--- config.mk ---
export PLATFORM = sky130hd
export DESIGN_NAME = if_id_stage_ctrl
export DESIGN_NICKNAME = d
export VERILOG_FILES = /design/src/rtl/if_id_stage_ctrl.sv
export SDC_FILE = /design/constraint.sdc
export NUM_CORES = 1
export LEC_CHECK = 0
export CORE_ASPECT_RATIO = 1.75
export CORE_UTILIZATION = 48
export CTS_CLUSTER_SIZE = 14
export DETAILED_ROUTE_END_ITERATION = 16
export GPL_TIMING_DRIVEN = 0
export PLACE_DENSITY = 0.95
export SYNTH_ARGS = -nofsm -noshare
export SYNTH_HDL_FRONTEND = slang
export SYNTH_SLANG_ARGS = --single-unit
--- constraint.sdc ---
create_clock -name clk -period 4.8 [get_ports clk]
set_input_delay 1.44 -clock clk [delete_from_list [all_inputs] [get_ports clk]]
set_output_delay 1.44 -clock clk [all_outputs]
set_load 0.02 [all_outputs]
--- src/rtl/if_id_stage_ctrl.sv ---
// Front-end controller: owns the PC and IF/ID register, applies stall/flush/fetch-wait actions.
// Define STALL_PERF_CNT_EN to add the Perf_stall_cnt / Perf_flush_cnt counters and ports.
module if_id_stage_ctrl #(
  parameter logic [31:0] RESET_PC    = 32'h0000_0000,
  parameter int unsigned STALL_LIMIT = 4
) (
  input  logic        clk,
  input  logic        reset,
  input  logic        Stall_req,
  input  logic        Flush_req,
  input  logic [31:0] Branch_target,
  input  logic [31:0] IMem_instr,
  input  logic        IMem_ready,
  output logic [31:0] PC,
  output logic [31:0] IF_ID_Instr,
  output logic [31:0] IF_ID_PCPlus4,
  output logic        IF_ID_Valid,
  output logic        ID_EX_Bubble,
  output logic        Stall_err
`ifdef STALL_PERF_CNT_EN
  ,
  output logic [31:0] Perf_stall_cnt,
  output logic [31:0] Perf_flush_cnt
`endif
);

  localparam logic [7:0] LP_STALL_LIMIT = 8'(STALL_LIMIT);
  localparam logic [31:0] LP_NOP        = 32'h0000_0000;

  typedef enum logic [1:0] {
    StRun   = 2'd0,
    StHold  = 2'd1,
    StIwait = 2'd2
  } state_e;

  typedef enum logic [3:0] {
    ActStall   = 4'b0001,
    ActFlush   = 4'b0010,
    ActWait    = 4'b0100,
    ActAdvance = 4'b1000
  } action_e;

  state_e      r_state;
  state_e      w_state_nxt;
  action_e     w_act;

  logic [31:0] r_pc;
  logic [31:0] r_instr;
  logic [31:0] r_pc4;
  logic        r_valid;
  logic [7:0]  r_hold_cnt;
  logic        r_stall_err;

  logic [31:0] w_pc_nxt;
  logic [31:0] w_instr_nxt;
  logic [31:0] w_pc4_nxt;
  logic        w_valid_nxt;
  logic [7:0]  w_hold_cnt_nxt;
  logic        w_stall_err_nxt;
  logic [31:0] w_pc_plus4;

`ifdef STALL_PERF_CNT_EN
  logic [31:0] r_perf_stall;
  logic [31:0] r_perf_flush;
  logic [31:0] w_perf_stall_nxt;
  logic [31:0] w_perf_flush_nxt;
`endif

  assign w_pc_plus4 = r_pc + 32'd4;

  // Fixed priority: stall beats flush so the branch in ID is re-resolved after the hold.
  always_comb begin
    if (Stall_req) begin
      w_act = ActStall;
    end else if (Flush_req) begin
      w_act = ActFlush;
    end else if (!IMem_ready) begin
      w_act = ActWait;
    end else begin
      w_act = ActAdvance;
    end
  end

  always_comb begin
    w_state_nxt     = r_state;
    w_pc_nxt        = r_pc;
    w_instr_nxt     = r_instr;
    w_pc4_nxt       = r_pc4;
    w_valid_nxt     = r_valid;
    w_hold_cnt_nxt  = 8'd0;
    w_stall_err_nxt = r_stall_err;
`ifdef STALL_PERF_CNT_EN
    w_perf_stall_nxt = r_perf_stall;
    w_perf_flush_nxt = r_perf_flush;
`endif
    unique case (w_act)
      ActStall: begin
        w_state_nxt    = StHold;
        w_hold_cnt_nxt = (r_hold_cnt == 8'hFF) ? r_hold_cnt : r_hold_cnt + 8'd1;
        if (w_hold_cnt_nxt >= LP_STALL_LIMIT) begin
          w_stall_err_nxt = 1'b1;
        end
`ifdef STALL_PERF_CNT_EN
        w_perf_stall_nxt = r_perf_stall + 32'd1;
`endif
      end
      ActFlush: begin
        w_state_nxt = StRun;
        w_pc_nxt    = Branch_target;
        w_instr_nxt = LP_NOP;
        w_valid_nxt = 1'b0;
`ifdef STALL_PERF_CNT_EN
        w_perf_flush_nxt = r_perf_flush + 32'd1;
`endif
      end
      ActWait: begin
        w_state_nxt = StIwait;
        w_instr_nxt = LP_NOP;
        w_valid_nxt = 1'b0;
      end
      ActAdvance: begin
        w_state_nxt = StRun;
        w_pc_nxt    = w_pc_plus4;
        w_instr_nxt = IMem_instr;
        w_pc4_nxt   = w_pc_plus4;
        w_valid_nxt = 1'b1;
      end
      default: begin
        w_state_nxt = r_state;
      end
    endcase
  end

  always_ff @(posedge clk) begin
    if (reset) begin
      r_state     <= StRun;
      r_pc        <= RESET_PC;
      r_instr     <= LP_NOP;
      r_pc4       <= 32'd0;
      r_valid     <= 1'b0;
      r_hold_cnt  <= 8'd0;
      r_stall_err <= 1'b0;
    end else begin
      r_state     <= w_state_nxt;
      r_pc        <= w_pc_nxt;
      r_instr     <= w_instr_nxt;
      r_pc4       <= w_pc4_nxt;
      r_valid     <= w_valid_nxt;
      r_hold_cnt  <= w_hold_cnt_nxt;
      r_stall_err <= w_stall_err_nxt;
    end
  end

`ifdef STALL_PERF_CNT_EN
  always_ff @(posedge clk) begin
    if (reset) begin
      r_perf_stall <= 32'd0;
      r_perf_flush <= 32'd0;
    end else begin
      r_perf_stall <= w_perf_stall_nxt;
      r_perf_flush <= w_perf_flush_nxt;
    end
  end

  assign Perf_stall_cnt = r_perf_stall;
  assign Perf_flush_cnt = r_perf_flush;
`endif

  assign PC            = r_pc;
  assign IF_ID_Instr   = r_instr;
  assign IF_ID_PCPlus4 = r_pc4;
  assign IF_ID_Valid   = r_valid;
  assign Stall_err     = r_stall_err;
  assign ID_EX_Bubble  = Stall_req | ~r_valid;

endmodule
# After elaboration in Yosys (flattened, before gate mapping)
# Index checks and enable logic that the tools add are counted.
# Widths: inputs -> output; s select.
# totals
elab_cells,29
rom_bits,0
memories,0
latch_bits,0
register_bits,106
output_inout_bits,99
ram_bits,0
inputBits,69
# op_classes
bitwise_logic,3
n_reduce_logical,5
n_lt_le_gt_ge,1
muxes,7
eq_ne,5
add_sub_neg,2
div_mod_pow,0
shifts,0
multipliers,0
# op_table
op,n
$pmux 32 s2,2
$add 32x3->32 const B,1
$mux 4,3
$add 8x1->8 const B,1
$eq 8x8->1 const B,1
$ge 8x3->1 const B,1
$mux 8,1
$eq 4x1->1 const B,1
$eq 4x2->1 const B,1
$eq 4x3->1 const B,1
$eq 4x4->1 const B,1
$reduce_bool 2->1,2
$reduce_or 2->1,2
$not 1->1,2
$pmux 1 s2,1
$reduce_and 2->1,1
$or 1x1->1,1

# Logic depth before layout (Yosys ltp)
# Gate-level depths: netlist of run 1.
# logic_depth
word_depth,6
ltp_mapped,7
mapped_depth_nobuf,6

# Worst setup path after synthesis of run 1
# Ideal clock, no wire load.
# synth_timing
kind,input-to-output
start,in Stall_req
end,out ID_EX_Bubble
setup_slack_ns,1.467
t_arrival_ns,1.893
cell_stages,2
required_ns,3.360
n_path_buf,1
cell_sequence,clkbuf_1 nand2b_1
# synth_between
elab_chain_cells,1
# synth_lines
item,line,rtl
from (decl),9,"input logic Stall_req,"
$or 1x1->1,174,assign ID_EX_Bubble = Stall_req | ~r_valid;
to (decl),18,"output logic ID_EX_Bubble,"
# Every way passes these cells.

# Worst setup path in the final report of run 1
# Ends and elaborated chain as after synthesis.

==> results.toml, run 1 <==
[status]
status = "finished clean"

[layout]
fillerInstances = 706
post-route-util = 0.729
drive_gt1_frac = 0.0379
fin_nets = 779
final_common_cell = "clkdlybuf4s50_1"
final_area_um2 = 6720
area_delta_synth_final_pct = 45.9
antenna_cells = 0
layout_common_cells = "167 x clkdlybuf4s50_1, 106 x dfxtp_1, 53 x nor2_1, 50 x nand2_1, 34 x clkbuf_1"

[detailed_routing]
ant_nets = 0
dr.pass1.iters = 5
num_vias = 5028
wl_um = 16100
vias_per_cell = 6.04
wl_per_cell_um = 19.4
drc = 0
drtIter0Drc = 513

[critical_path]
crit_path_max_incr_delay_ps = 600
crit_start = "Stall_req"
start_kind = "input pin"
worstPathCellList = "clkdlybuf4s50_1, clkbuf_1, nand2b_1, clkdlybuf4s50_1"
r2r-end = "IF_ID_PCPlus4[16]"
crit_type = "in2out"
required_ps = 3360
cp_common_cell = "clkdlybuf4s50_1"
cp-end-kind = "primary output"
worstPathArrival_ps = 3050
timing.rr.start = "PC[2]"
path_buf_inv = 3
critPathSlowestCell = "clkdlybuf4s50_1"
worstPathMaxFanout = 10
cp_top_family = "buffers and inverters"
r2r_slack_ps = 2260
crit_end = "ID_EX_Bubble"
r2r_cells = 6
path_depth = 4

[synth]
synth_edf_count = 0
synth_cells = 530
syn_area_per_cell_um2 = 8.69
yosys_warnings = 0
ys_ff_latch = 106
syn-num-nets = 601
async_flop_share = 0
syn_area_um2 = 4600
synth-main-ff-cell = "dfxtp_1"
synth_seq_area_share = 0.461
synth_cell_types = 51

[clocking]
path_clk_slew_ps = 70
numCtsBuffers = 9
post_cts_resized = 0
clkSinkCount = 106
hold_buffers = 0
cts_root_buf = "clkbuf_16"
cts_max_level = 3
cts_tree = "done"
post-cts-setup-buffers = 0
clk_latency_ps = 350
cts_buffer_depth = 2

[placement]
dp_hpwl_um = 11800
postPlaceCellArea_um2 = 6420
gp_congestion = 0.956
post-place-ws_ps = 322
io_buffers = 167

[timing]
setup_violations = 0
fin_skew_ps = 5.89
rsz0062_at_grt = "no"
setup-tns-final_ps = 0
fmax_ghz = 0.223
final_hold_viol_count = 0
worstMarginPinSlew_ps = 927
min_period_ps = 4490
drv_slew = 0
relSlewSlack = 0.376
min_period_over_period = 0.935
setup_slack_ps = 314

[pwr]
power_frac_comb = 0.149
cellLeakagePower_nw = 2.28
ir_drop_mv = 0.212
p_seq_frac = 0.482
p_clk_frac = 0.369
sw_frac_of_total = 0.261
powerDensity_nw_per_um2 = 291
switchingPower_mw = 0.510
p_int_mw = 1.45

[global_route]
grt_pass1_wl_um = 25600
antenna_found_initial = 0
grt_usage = 0.328
grt_overflow = 0
grt_pass1_vias = 5101
grt_max_degree = 17

[floorplan]
core-area_um2 = 9210
io_pins = 168
dieArea_um2 = 10000
rows = 46
die_h_um = 132
die_w_um = 76.0
start_util = 0.500

[worst_hold_path]
hp-class = "reg2reg"

[job]
cap_violations = 0
[area by class of cell]
| type | instances | area, µm² | area share |
|---|---|---|---|
| repair buffers | 167 | 1670 | 0.249 |
| multi-input cells | 375 | 2280 | 0.340 |
| flip-flops and latches | 106 | 2120 | 0.316 |
| plain buffers | 42 | 170 | 0.0253 |
| inverters | 7 | 26.3 | 0.00391 |
| well taps | 120 | 150 | 0.0224 |
| clock inverters | 3 | 23.8 | 0.00354 |
| clock buffers | 12 | 267 | 0.0397 |
[worst reg2reg max path: cells and delay by family, from the launching register on]
kind / cells / cell delay, ps
compound gates: 1 / 220
xor+xnor: 1 / 190
fa+ha+maj: 1 / 300
flops: 1 / 470
simple gates: 3 / 1290
[how the worst min path moves through the flow]
| stage | startpoint | to | depth (start not counted) |
|---|---|---|---|
| floorplan | PC[0] | IF_ID_PCPlus4[0] | 2 |
| global placement | IF_ID_PCPlus4[29] | IF_ID_PCPlus4[29] | 2 |
| detailed placement | IF_ID_PCPlus4[7] | IF_ID_PCPlus4[7] | 2 |
| CTS | IF_ID_PCPlus4[7] | IF_ID_PCPlus4[7] | 2 |
| global route | IF_ID_PCPlus4[27] | IF_ID_PCPlus4[27] | 2 |
| finish | IF_ID_PCPlus4[29] | IF_ID_PCPlus4[29] | 2 |
[power by group through the flow]
stage                     clock [mW]  combinational, mW  sequential (mW)
after floorplan                    0             0.0968            0.992
after global placement             0              0.281            0.960
after detailed placement           0              0.287            0.962
after CTS                      0.719              0.289            0.942
after global routing           0.762              0.309            0.947
final                          0.721              0.292            0.943
[stage by stage]
step / cells / total power, mW / hold WS [ps]
detailed placement: 817 / 1.25 / 449
global route: 832 / 2.02 / 473
floorplan: 530 / 1.09 / 446
CTS: 832 / 1.95 / 461
finish: 832 / 1.96 / 459
global placement: 817 / 1.24 / 445
[per-layer routing]
metal	routed length, µm	vias up	global-route usage
met5	0	-	0
met4	837	0	0.221
met3	1260	68	0.0771
met1	5610	2340	0.327
li1	-	2305	-
met2	8420	315	0.594
[state kept, by name, summed over array words and instances (netlist names)]
register       count
Stall_err          1
IF_ID_PCPlus4     32
PC                32
r_hold_cnt         8
IF_ID_Valid        1
IF_ID_Instr       32
[cell usage after synthesis, types with 2 or more instances]
master	number	area (µm²)
or2_2	2	12.5
o31a_1	5	43.8
nand4_1	9	56.3
mux2i_1	2	20.0
ha_1	2	25.0
a211oi_1	19	143
buf_4	2	15.0
a31oi_1	8	50.1
nor4_1	10	62.6
o22ai_1	5	31.3
xnor2_1	16	140
or4_1	2	15.0
buf_2	4	20.0
a311oi_1	5	43.8
o21ai_0	26	130
nor3_1	10	50.1
nand2b_1	3	18.8
o31ai_1	3	22.5
a21oi_1	30	150
inv_1	7	26.3
nor2_1	53	199
and4_1	5	43.8
a32oi_1	2	17.5
or3_1	5	31.3
buf_1	2	7.51
o41ai_1	2	17.5
o21a_1	2	15.0
nand3_1	22	110
a2bb2oi_1	2	17.5
nor2b_1	3	18.8
dfxtp_1	106	2120
a22o_1	32	280
a32o_1	5	50.1
and3_1	8	50.1
nand2_1	50	188
xor2_1	5	43.8
clkbuf_1	34	128
a22oi_1	9	67.6
[kinds of logic after synthesis]
kind of cell             count (synthesis)  synth area share
XOR/XNOR                                21            0.0400
flip-flops                             106             0.461
buffers and inverters                   49            0.0427
AO/OA/AOI/OAI                          160             0.245
AND/OR/NAND/NOR                        190             0.202
adder cells (fa/ha/maj)                  2           0.00544
multiplexers                             2           0.00435
No activity file was read; power rests on OpenSTA's default activity.
==> inputs of run 2 (changes only) <==
==> constraint.sdc (replaced) <==
create_clock -name clk -period 5.3 [get_ports clk]
set_input_delay 1.59 -clock clk [delete_from_list [all_inputs] [get_ports clk]]
set_output_delay 1.59 -clock clk [all_outputs]
set_load 0.02 [all_outputs]
==> results of run 2 <==
The final DEF is identical to that of run 1. Status: finished clean.
Main changes from that run: setup slack after placement 322 ps -> 522 ps; setup slack after layout 314 ps -> 514 ps; register-to-register setup slack 2260 ps -> 2760 ps; total power 1.96 mW -> 1.77 mW; worst IR drop on VDD 0.212 mV -> 0.192 mV
